**src/rtl/dac8531_spi_master.sv**
```systemverilog
// rtl/dac8531_spi_master.sv - SPI write engine for the DAC8531: one 24-bit {6'b0, PD_MODE, DATA} frame per TR rising edge.
// All outputs are registered from the next-state decode, so pins change only on CLK edges.
module dac8531_spi_master #(
    parameter int          CLK_DIV  = 2,
    parameter int          SYNC_GAP = 4,
    parameter logic [1:0]  PD_MODE  = 2'b00
) (
    input  logic        CLK,
    input  logic        RESET,
    input  logic        TR,
    input  logic [15:0] DATA,
    output logic        DA_CS,
    output logic        DA_SCLK,
    output logic        DA_SDO,
    output logic        OVER
);

    localparam int HW = (CLK_DIV > 1) ? $clog2(CLK_DIV) : 1;
    localparam int GW = (SYNC_GAP > 1) ? $clog2(SYNC_GAP) : 1;
    localparam logic [HW-1:0] H_LAST = HW'(CLK_DIV - 1);
    localparam logic [GW-1:0] G_LAST = GW'(SYNC_GAP - 1);

    typedef enum logic [1:0] {
        IDLE  = 2'd0,
        SETUP = 2'd1,
        SHIFT = 2'd2,
        GAP   = 2'd3
    } state_t;

    state_t         state, state_n;
    logic [HW-1:0]  hcnt, hcnt_n;
    logic [GW-1:0]  gcnt, gcnt_n;
    logic [4:0]     bcnt, bcnt_n;
    logic           low, low_n;
    logic [23:0]    shreg, shreg_n;
    logic           tr_d;
    logic           start;
    logic           cs_n, sclk_n, sdo_n, over_n;

    assign start = TR & ~tr_d;

    always_comb begin
        state_n = state;
        hcnt_n  = hcnt;
        gcnt_n  = gcnt;
        bcnt_n  = bcnt;
        low_n   = low;
        shreg_n = shreg;
        case (state)
            IDLE: begin
                if (start) begin
                    state_n = SETUP;
                    shreg_n = {6'b0, PD_MODE, DATA};
                    hcnt_n  = '0;
                end
            end
            SETUP: begin
                if (hcnt == H_LAST) begin
                    state_n = SHIFT;
                    hcnt_n  = '0;
                    bcnt_n  = 5'd0;
                    low_n   = 1'b1;
                end else begin
                    hcnt_n = hcnt + 1'b1;
                end
            end
            SHIFT: begin
                if (hcnt != H_LAST) begin
                    hcnt_n = hcnt + 1'b1;
                end else begin
                    hcnt_n = '0;
                    if (low) begin
                        // Next bit appears at the rising edge; after bit0 only zeros remain.
                        low_n   = 1'b0;
                        shreg_n = {shreg[22:0], 1'b0};
                    end else if (bcnt == 5'd23) begin
                        state_n = GAP;
                        gcnt_n  = '0;
                    end else begin
                        bcnt_n = bcnt + 5'd1;
                        low_n  = 1'b1;
                    end
                end
            end
            GAP: begin
                if (gcnt == G_LAST) begin
                    state_n = IDLE;
                end else begin
                    gcnt_n = gcnt + 1'b1;
                end
            end
            default: state_n = IDLE;
        endcase

        cs_n   = ~((state_n == SETUP) || (state_n == SHIFT));
        sclk_n = ~((state_n == SHIFT) && low_n);
        sdo_n  = ((state_n == SETUP) || (state_n == SHIFT)) ? shreg_n[23] : 1'b0;
        over_n = (state_n == IDLE);
    end

    always_ff @(posedge CLK) begin
        if (RESET) begin
            state   <= IDLE;
            hcnt    <= '0;
            gcnt    <= '0;
            bcnt    <= 5'd0;
            low     <= 1'b0;
            shreg   <= 24'd0;
            tr_d    <= 1'b0;
            DA_CS   <= 1'b1;
            DA_SCLK <= 1'b1;
            DA_SDO  <= 1'b0;
            OVER    <= 1'b1;
        end else begin
            state   <= state_n;
            hcnt    <= hcnt_n;
            gcnt    <= gcnt_n;
            bcnt    <= bcnt_n;
            low     <= low_n;
            shreg   <= shreg_n;
            tr_d    <= TR;
            DA_CS   <= cs_n;
            DA_SCLK <= sclk_n;
            DA_SDO  <= sdo_n;
            OVER    <= over_n;
        end
    end

endmodule

```
**config.mk**
```make
export PLATFORM = sky130hd
export DESIGN_NAME = dac8531_spi_master
export DESIGN_NICKNAME = d
export VERILOG_FILES = /design/src/rtl/dac8531_spi_master.sv
export SDC_FILE = /design/constraint.sdc
export NUM_CORES = 1
export LEC_CHECK = 0
export ABC_AREA = 1
export CORE_AREA = 2 2 61 121
export CTS_CLUSTER_DIAMETER = 50
export DETAILED_ROUTE_END_ITERATION = 8
export DIE_AREA = 0 0 63 123
export GPL_ROUTABILITY_DRIVEN = 0
export MAX_ROUTING_LAYER = met4
export PLACE_DENSITY_LB_ADDON = 0.25
export SYNTH_ARGS = -nofsm -noshare
export SYNTH_HDL_FRONTEND = slang
export SYNTH_SLANG_ARGS = --single-unit
```
**constraint.sdc**
```tcl
create_clock -name CLK -period 2.6 [get_ports CLK]
set_input_delay 0.52 -clock CLK [delete_from_list [all_inputs] [get_ports CLK]]
set_output_delay 0.52 -clock CLK [all_outputs]
set_load 0.02 [all_outputs]
```
======== After elaboration in Yosys (flattened, before gate mapping) ========
Index checks and enable logic that the tools add are counted.
W data, S select, Z words.
storage, ports and cells
  output and inout bits ................... 4
  bits of input ports ..................... 19
  bits in registers ....................... 40
  word-level logic and storage cells ...... 77
cells by class
  bitwise operators ....................... 4
  add/subtract/negate cells ............... 3
  reductions and logical operators ........ 14
  equal/unequal tests ..................... 15
  mux-type cells .......................... 29
operators with widths
  operator               number
  $mux W24               3
  $pmux W24 S2           1
  $mux W2                10
  $mux W5                4
  $ne A2 B2 Y1 const B   8
  $pmux W5 S2            1
  $reduce_and A5 Y1      2
  $eq A2 B2 Y1 const B   4
  $pmux W2 S4            1
  $reduce_bool A2 Y1     4
  $mux W1                6
  $add A5 B1 Y5 const B  1
  $eq A5 B5 Y1 const B   1
  $eq A2 B1 Y1 const B   2
  $logic_not A2 Y1       2
  $pmux W1 S2            2
  $pmux W2 S2            1
  $reduce_and A4 Y1      1
  $reduce_or A2 Y1       2
  $not A1 Y1             3
  $add A2 B1 Y2 const B  1
  $reduce_and A2 Y1      1
  $add A1 B1 Y1 const B  1
  $and A1 B1 Y1          1
  other kinds (2)        2

======== Logic depth before layout (Yosys ltp) ========
Gate-level depths: netlist of the first run.
  depth in word-level cells ............... 9
  mapped depth ............................ 11
  depth with buffers taken out ............ 11

======== Worst setup path after synthesis of the first run ========
OpenSTA, ideal clock, no wires.
  kind .................................... register to register
  start point ............................. register state[0]
  end point ............................... register DA_SDO
  buffers on the path ..................... 1
  period minus slack after synthesis ...... 1.851 ns
  arrival ................................. 1.781 ns
  data required time ...................... 2.530 ns
  cell stages (with the launch flop) ...... 12
  slack ................................... 0.749 ns
  library setup time ...................... 0.070 ns
  path through ............................ dfxtp_1 inv_1 ha_1 buf_4 nor2_2 nand3_1 nand2_1 nand3_1 inv_1 ha_1 or2_2 a21oi_1
on the way
  word-level cells in the longest chain between the ends .. 8
  elaborated cells on any way between the ends .. 17
  those cells by class .................... eq/ne: 5; mux: 8; bitwise: 1; reduce/logical: 3
RTL lines
  element                                              line  text
  start: declaration                                   30    state_t state, state_n;
  start signal: assignment                             115   state <= state_n;
  $mux W2                                              76    end else if (bcnt == 5'd23) begin
  $mux W2                                              72    if (low) begin
  $mux W2                                              68    if (hcnt != H_LAST) begin
  $pmux W2 S4 (*)                                      49    case (state)
  $eq A2 B1 Y1 / $eq A2 B2 Y1 (equally long branches)  --
  $logic_or A1 B1 Y1 (*)                               --
  $not A1 Y1 (no source line) (*)                      --
  net cs_n                                             38    logic cs_n, sclk_n, sdo_n, over_n;
  $reduce_or A2 Y1 (no source line) (*)                --
  end signal: assignment                               124   DA_SDO <= sdo_n;
  end: declaration                                     14    output logic DA_SDO,
Mark *: on every way through the listed nets, which the timed path passes. The rest lies on a longest branch.
A chain may end at the register's enable or synchronous reset.

======== Worst setup path after layout of the first run ========
Ends and elaborated chain as after synthesis.

==> summary.md, run 1 <==
| Metric | Value |
|---|---|
| RSZ-0062 raised after global routing | `false` |
| Via count | `1,696` |
| Total gr overflow | `0` |
| Mapped Nets | `291` |
| Worst Path Arrival | `2.28 ns` |
| H-tree Lvls | `2` |
| Final hold vios | `0` |
| Post-synth EDFFs | `0` |
| Post-route ant nets | `0` |
| Power Density | `between 800 and 900 nW/µm²` |
| GR Util met3 | `0.0264` |
| Area share of the largest cell type after synthesis | `0.399` |
| Worst-Margin Slew | `0.576 ns` |
| Cts hold-fix bufs | `0` |
| TritonCTS clock tree | `done` |
| Logic gate share of total power | `0.267` |
| Final cell utilization of the core | `0.358` |
| Post-CTS Resized | `0` |
| Clock Path Buffers | `2` |
| Met2 usage | `0.177` |
| Num ports | `23` |
| Rows | `43` |
| Fin Setup TNS | `0 ns` |
| CP Class | `reg2reg` |
| Clock root buffer master | `clkbuf_16` |
| Fmax | `486 MHz` |
| Fraction of layout cells with a size suffix above 1 | `0.109` |
| Clock power frac | `0.348` |
| Tcrit/Tclk final | `0.792` |
| P_leak | `0.962 nW` |
| Avg Vias per Cell | `4.53` |
| Crit path launch type | `flip-flop` |
| Mapped Cells | `264` |
| Pint | `1.40 mW` |
| Postcts setup bufs | `0` |
| Die area | `7750 µm²` |
| Syn Std Cell Area | `2010 µm²` |
| Iter 0 DRT Violations | `94` |
| Synth warn | `0` |
| Delay-heaviest family, CP | `simple AND/OR/NAND/NOR gates` |
| Antenna cell count | `0` |
| Fin crit period | `2.06 ns` |
| Max-slew headroom | `0.615` |
| Largest net degree at the start of global routing | `39` |
| Clock skew | `0.0104 ns` |
| Wirelength per Cell | `10.8 µm` |
| # fillers | `~710` |
| Syn avg cell area | `between 7 and 8 µm²` |
| Slowest cell delay on critical path | `0.37 ns` |
| Distinct cells, synth | `31` |
| Async SR Flop Fraction | `0` |
| Total Routing Usage GR | `0.115` |
| Ys flop type | `dfxtp_1` |
| Largest area contributor in the netlist | `dfxtp_1` |
| VDD IR max | `between 400 and 500 µV` |
| Worst min-delay path class | `reg2reg` |
| Crit path capture type | `flip-flop` |
| Grt met1 use | `0.143` |
| Worst-Skew Late Latency | `0.29 ns` |
| TritonCTS buffer count | `5` |
| DRC violations left | `0` |
| Area added between synthesis and finish | `22.0%` |
| Clk pin slew, worst setup/hold paths | `around 0.07 ns` |
| Die Wd | `63 µm` |
| Number of global-route vias before repair | `1,549` |
| Main area contributors after synthesis | `dfxtp_1 (40%), nand2_1 (11%), a21oi_1 (6.2%)` |
| First-pass GRT wire length | `6.89 mm` |
| Pwr Total | `slightly above 2 mW` |
| Final WL | `4.06 mm` |
| CP cell instances | `inv_1, ha_1, nor2_2, nand3_1, nand2_1, nand3_1, inv_1, ha_1, or2_2, a21oi_1` |
| Number of synthesized register bits | `40` |
| Switching Fraction | `0.323` |
| Final nets | `310` |
| P_sw | `0.668 mW` |
| Buffers on Ports | `22` |
| Initial antenna violation count | `0` |
| Most frequent cells in the layout | `nand2_1 (58), dfxtp_1 (40), a21oi_1 (25)` |
| Die Ht | `123 µm` |
| Global route hottest layer | `met2` |
| Final setup violation count | `0` |
| Core area | `6830 µm²` |
| Commonest non-fill, non-tap cell in the layout | `nand2_1` |
| Max-cap viol count | `0` |
| Post-DP HPWL | `2.72 mm` |
| Finished Cell Area | `2450 µm²` |
| Count of pins over their slew limit | `0` |
| Post-synthesis sequential area ratio | `0.399` |
| # clock sinks | `40` |
| Flop pwr share | `0.386` |
| Critical path's slowest cell | `dfxtp_1` |
| Status | `complete, no violations` |
| Initial Util | `0.294` |
| DRT Pass-1 Iters | `5` |
| Crit path buf inv count | `2` |
| Placed Area | `between 2000 and 2500 µm²` |
| CP max FO | `10` |
| Crit path required time | `2.82 ns` |
## per-stage QoR
step / hold WS, ns / setup WS (ns) / instances
floorplan: 0.443 / 0.749 / 264
global placement: 0.458 / 0.465 / 366
detailed placement: 0.464 / 0.408 / 366
CTS: 0.468 / 0.545 / 374
global route: 0.480 / 0.356 / 374
finish: 0.462 / 0.540 / 374
## kinds of logic (layout without fill, tap and decap cells)
family / after synthesis / in the layout / synth area share
AOI/OAI and AO/OA: 72 / 72 / 0.211
buffers and inverters: 37 / 57 / 0.0916
adders and majority gates: 8 / 8 / 0.0499
and+or+nand+nor: 107 / 107 / 0.248
DFF: 40 / 40 / 0.399
## final timing paths
path             start         to  slack, ns  cells past startpoint
max           state[0]     DA_SDO       0.54                     10
min          shreg[19]  shreg[20]       0.46                      2
max reg2reg   state[0]     DA_SDO       0.54                     10
min reg2reg  shreg[19]  shreg[20]       0.46                      2
## layer usage
layer  share of wire  wire, µm  up-vias
met5               0         0        -
met4           0.013        52        0
met3           0.035       141        4
met2            0.47      1900       25
met1            0.48      1960      765
li1                -         -      902
## area by class of cell
class	instances	area, µm²	area share
Clock inverter	3	46.3	0.0189
Inverter	25	93.8	0.0383
Multi-Input combinational cell	187	1020	0.417
Timing Repair Buffer	24	248	0.101
Tap cell	90	113	0.0460
Sequential cell	40	801	0.327
Clock buffer	5	125	0.0511
## sequential cells by signal, summed over array words and instances (netlist names), 2 cells and up
register  count
state         2
bcnt          5
shreg        24
gcnt          2
## power groups by stage
stage | clock network (mW) | logic (mW) | registers [mW]
2_1_floorplan | 0 | 0.437 | 0.808
3_3_place_gp | 0 | 0.552 | 0.807
3_5_place_dp | 0 | 0.554 | 0.811
4_1_cts | 0.741 | 0.558 | 0.799
5_1_grt | 0.769 | 0.631 | 0.815
6_report | 0.719 | 0.552 | 0.799
## synth_stat cells, types with 2 or more instances
cell type  instances
nor2_1            20
a21oi_2            5
nand4_1            2
a21boi_0          13
or2_2              2
clkbuf_1           4
inv_1             22
a21boi_1           2
nand3_1           12
nor2_2             2
nand3_2            5
o21ai_0           24
buf_4              3
dfxtp_1           40
ha_1               8
nand2_1           58
buf_6              2
inv_2              3
a21oi_1           25
## worst min-delay path, cell delays in order, from the launching register on
cell and delay, ns:
dfxtp_1 0.32, nand3_2 0.07, a21oi_2 0.04
Power figures use the tool's default switching activity.
==> run 2: changes to the inputs <==
==> constraint.sdc (replaced) <==
create_clock -name CLK -period 1.7 [get_ports CLK]
set_input_delay 0.34 -clock CLK [delete_from_list [all_inputs] [get_ports CLK]]
set_output_delay 0.34 -clock CLK [all_outputs]
set_load 0.02 [all_outputs]
==> summary.md, run 2 (synthesis results as in run 1) <==
| Metric | Value |
|---|---|
| Status | `finished, violations left` |
| Violated checks | `negative setup slack` |
| Buffers on Ports | `22` |
| Max-cap viol count | `0` |
| Max-slew headroom | `0.842` |
| TritonCTS buffer count | `5` |
| Total Routing Usage GR | `0.126` |
| Crit path required time | `1.86 ns` |
| Number of global-route vias before repair | `1,827` |
| Initial antenna violation count | `0` |
| Worst-Skew Late Latency | `0.28 ns` |
| VDD IR max | `683 µV` |
| First-pass GRT wire length | `7.77 mm` |
| Clk pin slew, worst setup/hold paths | `about 0.060 ns` |
| Die Ht | `~120 µm` |
| Fraction of layout cells with a size suffix above 1 | `0.257` |
| Final WL | `4.44 mm` |
| Pint | `2.39 mW` |
| Largest register by flop count | `shreg` |
| Grt met1 use | `0.143` |
| # clock sinks | `40` |
| Final nets | `341` |
| Core area | `6830 µm²` |
| H-tree Lvls | `2` |
| Non-Filler Instances | `405` |
| Final hold vios | `0` |
| Slowest cell delay on critical path | `approximately 0.39 ns` |
| Total gr overflow | `0` |
| Worst Path Arrival | `1.88 ns` |
| Avg Vias per Cell | `~4.5` |
| Tcrit/Tclk final | `1.01` |
| Met2 usage | `0.217` |
| Fin Setup TNS | `-0.0192 ns` |
| Worst-Margin Slew | `about 0.24 ns` |
| Cts hold-fix bufs | `0` |
| Fin crit period | `1.72 ns` |
| RSZ-0062 raised after global routing | `true` |
| Iter 0 DRT Violations | `93` |
| Die area | `7750 µm²` |
| Switching Fraction | `0.315` |
| DRT Pass-1 Iters | `4` |
| Count of pins over their slew limit | `0` |
| Clock Path Buffers | `2` |
| P_sw | `1.10 mW` |
| Flop pwr share | `0.354` |
| Post-route ant nets | `0` |
| Pre-CTS setup slack | `-0.190 ns` |
| Largest net degree at the start of global routing | `24` |
| Power Density | `~1200 nW/µm²` |
| Antenna cell count | `0` |
| Max reg flops | `24` |
| Dpl cells | `393` |
| Via count | `1,829` |
| Num ports | `23` |
| TritonCTS clock tree | `done` |
| Initial Util | `0.294` |
| Wirelength per Cell | `~11 µm` |
| Global route hottest layer | `met2` |
| Critical path's slowest cell | `dfxtp_4` |
| Clock power frac | `0.311` |
| Most frequent cells in the layout | `nand2_1 (57), dfxtp_1 (35), buf_4 (29)` |
| Crit path capture type | `flip-flop` |
| Crit path launch type | `flip-flop` |
| Logic gate share of total power | `0.335` |
| Commonest non-fill, non-tap cell in the layout | `nand2_1` |
| Clock skew | `0.00505 ns` |
| P_leak | `1.14 nW` |
| CP Class | `reg2reg` |
| Post-DP HPWL | `3.06 mm` |
| DRC violations left | `0` |
| Worst min-delay path class | `reg2reg` |
| Rows | `43` |
| Area added between synthesis and finish | `40.6%` |
| Fmax | `approximately 580 MHz` |
| GR Util met3 | `0.0273` |
| Die Wd | `63 µm` |
| Final setup violation count | `1` |
| Clock root buffer master | `clkbuf_16` |
| CP cell instances | `inv_4, ha_4, nor2_1, nand4_1, nand3_2, inv_2, buf_4, ha_1, or2_2` |
| CP max FO | `4` |
| Final setup slack of the worst path | `-0.0192 ns` |
| Top flop regs | `shreg x24, bcnt x5` |
[run 2: changes by cell type in the layout (fill, tap and decap cells not counted), moves of 3 or more]
cell and change:
buf_12 +3, buf_4 +28, dfxtp_1 -5, dfxtp_2 +4
ha_1 -5, ha_4 +5, inv_1 -4
[run 2: power by group through the flow]
stage,clock network (mW),logic (mW),registers (mW)
2_1_floorplan,0,0.692,1.24
3_3_place_gp,0,1.06,1.23
3_5_place_dp,0,1.08,1.23
4_1_cts,1.12,1.15,1.23
5_1_grt,1.16,1.31,1.26
6_report,1.08,1.17,1.24
[run 2: path summary, 6_finish.rpt]
check	start	endpoint	slack, ns	cells past startpoint
worst min register to register	shreg[20]	shreg[21]	0.47	2
worst max-delay path	state[1]	OVER	-0.02	9
worst max register to register	state[1]	OVER	-0.02	9
worst min-delay path	shreg[20]	shreg[21]	0.47	2
[run 2: metrics by stage]
step / hold slack [ns] / cell area [µm²] / utilization / power (mW)
after floorplan: 0.443 / 2030 / - / 1.93
after global placement: 0.458 / 2530 / 0.371 / 2.29
after detailed placement: 0.458 / 2530 / 0.371 / 2.32
after CTS: 0.472 / 2790 / 0.408 / 3.50
after global routing: 0.483 / 2820 / 0.413 / 3.72
final: 0.471 / 2820 / 0.413 / 3.49
[run 2: what timing repair did]
item	4_1_cts	5_1_grt
gates resized for setup	12	8
setup buffers	3	1
pin swaps	4	7
setup endpoints to repair	2	4
endpoints found under the hold margin	0	0
[run 2: final cells by class]
class                           count  area, µm²
Clock inverter                      3       47.5
Clock buffer                        5        125
Timing Repair Buffer               55        518
Sequential cell                    40        810
Inverter                           25       98.8
Fill cell                         716       4010
Tap cell                           90        113
Multi-Input combinational cell    187       1110
[run 2: routing by layer]
layer,part of all wire,wire (µm),vias up
li1,-,-,964
met1,0.45,2010,816
met2,0.49,2170,40
met3,0.040,179,9
met4,0.018,80,0
met5,0,0,-
[run 2: worst max-delay path: cells and delay by family (launching register included)]
family	cells	cell delay, ns
adders and majority gates	2	0.34
buffers and inverters	3	0.22
and+or+nand+nor	4	0.64
DFF	1	0.39
==> run 3: changes to the inputs <==
--- a/config.mk
+++ b/config.mk
@@ -6,12 +6,12 @@
 export NUM_CORES = 1
 export LEC_CHECK = 0
 export ABC_AREA = 1
-export CORE_AREA = 2 2 61 121
+export CORE_AREA = 5 5 64 124
+export CTS_BUF_LIST = sky130_fd_sc_hd__clkbuf_4 sky130_fd_sc_hd__clkbuf_8
 export CTS_CLUSTER_DIAMETER = 50
 export DETAILED_ROUTE_END_ITERATION = 8
-export DIE_AREA = 0 0 63 123
+export DIE_AREA = 0 0 69 129
 export GPL_ROUTABILITY_DRIVEN = 0
-export MAX_ROUTING_LAYER = met4
 export PLACE_DENSITY_LB_ADDON = 0.25
 export SYNTH_ARGS = -nofsm -noshare
 export SYNTH_HDL_FRONTEND = slang
==> summary.md, run 3 (synthesis results as in run 1) <==
| Metric | Value |
|---|---|
| Die area | `8900 µm²` |
| Area added between synthesis and finish | `39.2%` |
| TritonCTS buffer count | `5` |
| Critical path's slowest cell | `dfxtp_4` |
| Final WL | `4.64 mm` |
| Die Ht | `129 µm` |
| Clock root buffer master | `clkbuf_8` |
| Clock Path Buffers | `2` |
| Crit path required time | `a little under 2 ns` |
| Crit path capture type | `flip-flop` |
| Largest register by flop count | `shreg` |
| Buffers on Ports | `22` |
| Fraction of layout cells with a size suffix above 1 | `0.271` |
| Max reg flops | `24` |
| Count of pins over their slew limit | `0` |
| Rows | `43` |
| Final hold vios | `0` |
| P_leak | `1.12 nW` |
| Core area | `6890 µm²` |
| Die Wd | `69 µm` |
| Largest net degree at the start of global routing | `24` |
| Final cell utilization of the core | `0.406` |
| Initial antenna violation count | `0` |
| CP Class | `reg2reg` |
| DRT Pass-1 Iters | `6` |
| Post-DP HPWL | `3.43 mm` |
| Wirelength per Cell | `11.4 µm` |
| H-tree Lvls | `2` |
| Worst min-delay path class | `reg2reg` |
| Avg Vias per Cell | `4.53` |
| Num ports | `23` |
| Final setup violation count | `0` |
| Final nets | `343` |
| # clock sinks | `40` |
| Total Routing Usage GR | `0.112` |
| Worst-Margin Slew | `0.236 ns` |
| Fin crit period | `1.68 ns` |
| Fin Setup TNS | `0 ns` |
| Crit path launch type | `flip-flop` |
| TritonCTS clock tree | `done` |
| Post-route ant nets | `0` |
| Most frequent cells in the layout | `nand2_1 (56), dfxtp_1 (36), buf_4 (27)` |
| Worst-Skew Late Latency | `0.30 ns` |
| CP cell instances | `buf_6, ha_4, nor2_4, nand3_1, nand2_1, nand3_2, inv_2, ha_1, or2_4, a21oi_2` |
| Via count | `1,843` |
| Clk pin slew, worst setup/hold paths | `0.09 ns` |
| Fmax | `594 MHz` |
| VDD IR max | `about 680 µV` |
| First-pass GRT wire length | `between 7 and 8 mm` |
| Iter 0 DRT Violations | `34` |
| Max-slew headroom | `0.841` |
| Power Density | `1100 nW/µm²` |
| Slowest cell delay on critical path | `0.36 ns` |
| Commonest non-fill, non-tap cell in the layout | `nand2_1` |
| Status | `complete, no violations` |
| Tcrit/Tclk final | `0.991` |
| Clock skew | `0.00988 ns` |
| RSZ-0062 raised after global routing | `true` |
| Number of global-route vias before repair | `1,845` |
| Reg2reg setup slack | `0.02 ns` |
| Initial Util | `0.291` |
| Cts hold-fix bufs | `0` |
| Max-cap viol count | `0` |
| Antenna cell count | `0` |
| Top flop regs | `shreg x24, bcnt x5` |
| Total gr overflow | `0` |
| Worst Path Arrival | `1.93 ns` |
| DRC violations left | `0` |
| CP max FO | `3` |
==> run 3: layout make-up <==
| cell class | instances | area, µm² |
|---|---|---|
| clock buffer | 5 | 68.8 |
| clock inverter | 3 | 18.8 |
| fill | 770 | 4090 |
| inverter | 25 | 101 |
| multi-input combinational | 187 | 1110 |
| sequential | 40 | 811 |
| tap | 90 | 113 |
| timing repair buffer | 57 | 571 |
==> run 3: critical path, delay by kind of cell (launching register included) <==
| kind | cells | cell delay [ns] |
|---|---|---|
| buf+inv | 2 | 0.20 |
| simple gates | 5 | 0.59 |
| flops | 1 | 0.36 |
| compound gates | 1 | 0.09 |
| fa+ha+maj | 2 | 0.40 |
==> run 3: what timing repair did <==
action / 4_1_cts / 5_1_grt
gates cloned: 0 / 1
setup endpoints to repair: 3 / 20
pin swaps: 9 / 8
buffers inserted: 2 / 1
gates resized for setup: 13 / 19
==> run 3: path summary, 6_finish.rpt <==
check	to	startpoint	cells after the start
min reg2reg	DA_SDO	shreg[23]	2
min	DA_SDO	shreg[23]	2
max	DA_SDO	state[1]	10
max reg2reg	DA_SDO	state[1]	10
==> run 3: stage by stage <==
| stage | power (mW) | hold slack (ns) | worst slack, ns | instance area [µm²] | cells |
|---|---|---|---|---|---|
| detailed placement | 2.35 | 0.458 | -0.216 | 2560 | 395 |
| finish | 3.07 | 0.472 | 0.0160 | 2790 | 407 |
| CTS | 3.09 | 0.475 | 0.00491 | 2720 | 405 |
| global placement | 2.33 | 0.457 | -0.173 | 2560 | 395 |
| floorplan | 1.93 | 0.443 | 0.00462 | 2030 | 264 |
| global route | 3.32 | 0.487 | -0.0715 | 2790 | 407 |
==> run 3: metal layers <==
metal	GRT usage	vias up	part of all wire	wire [µm]
li1	-	966	-	-
met1	0.0927	843	0.35	1620
met2	0.231	25	0.59	2750
met3	0.0227	9	0.029	134
met4	0.0702	0	0.030	139
met5	0	-	0	0
==> run 3: power by group <==
| group | internal (mW) | switching, mW | leakage [nW] | total, mW |
|---|---|---|---|---|
| clock | 0.286 | 0.353 | 0.0479 | 0.639 |
| sequential | 1.12 | 0.107 | 0.330 | 1.23 |
| combinational | 0.585 | 0.615 | 0.744 | 1.20 |
| total | 2.00 | 1.08 | 1.12 | 3.07 |
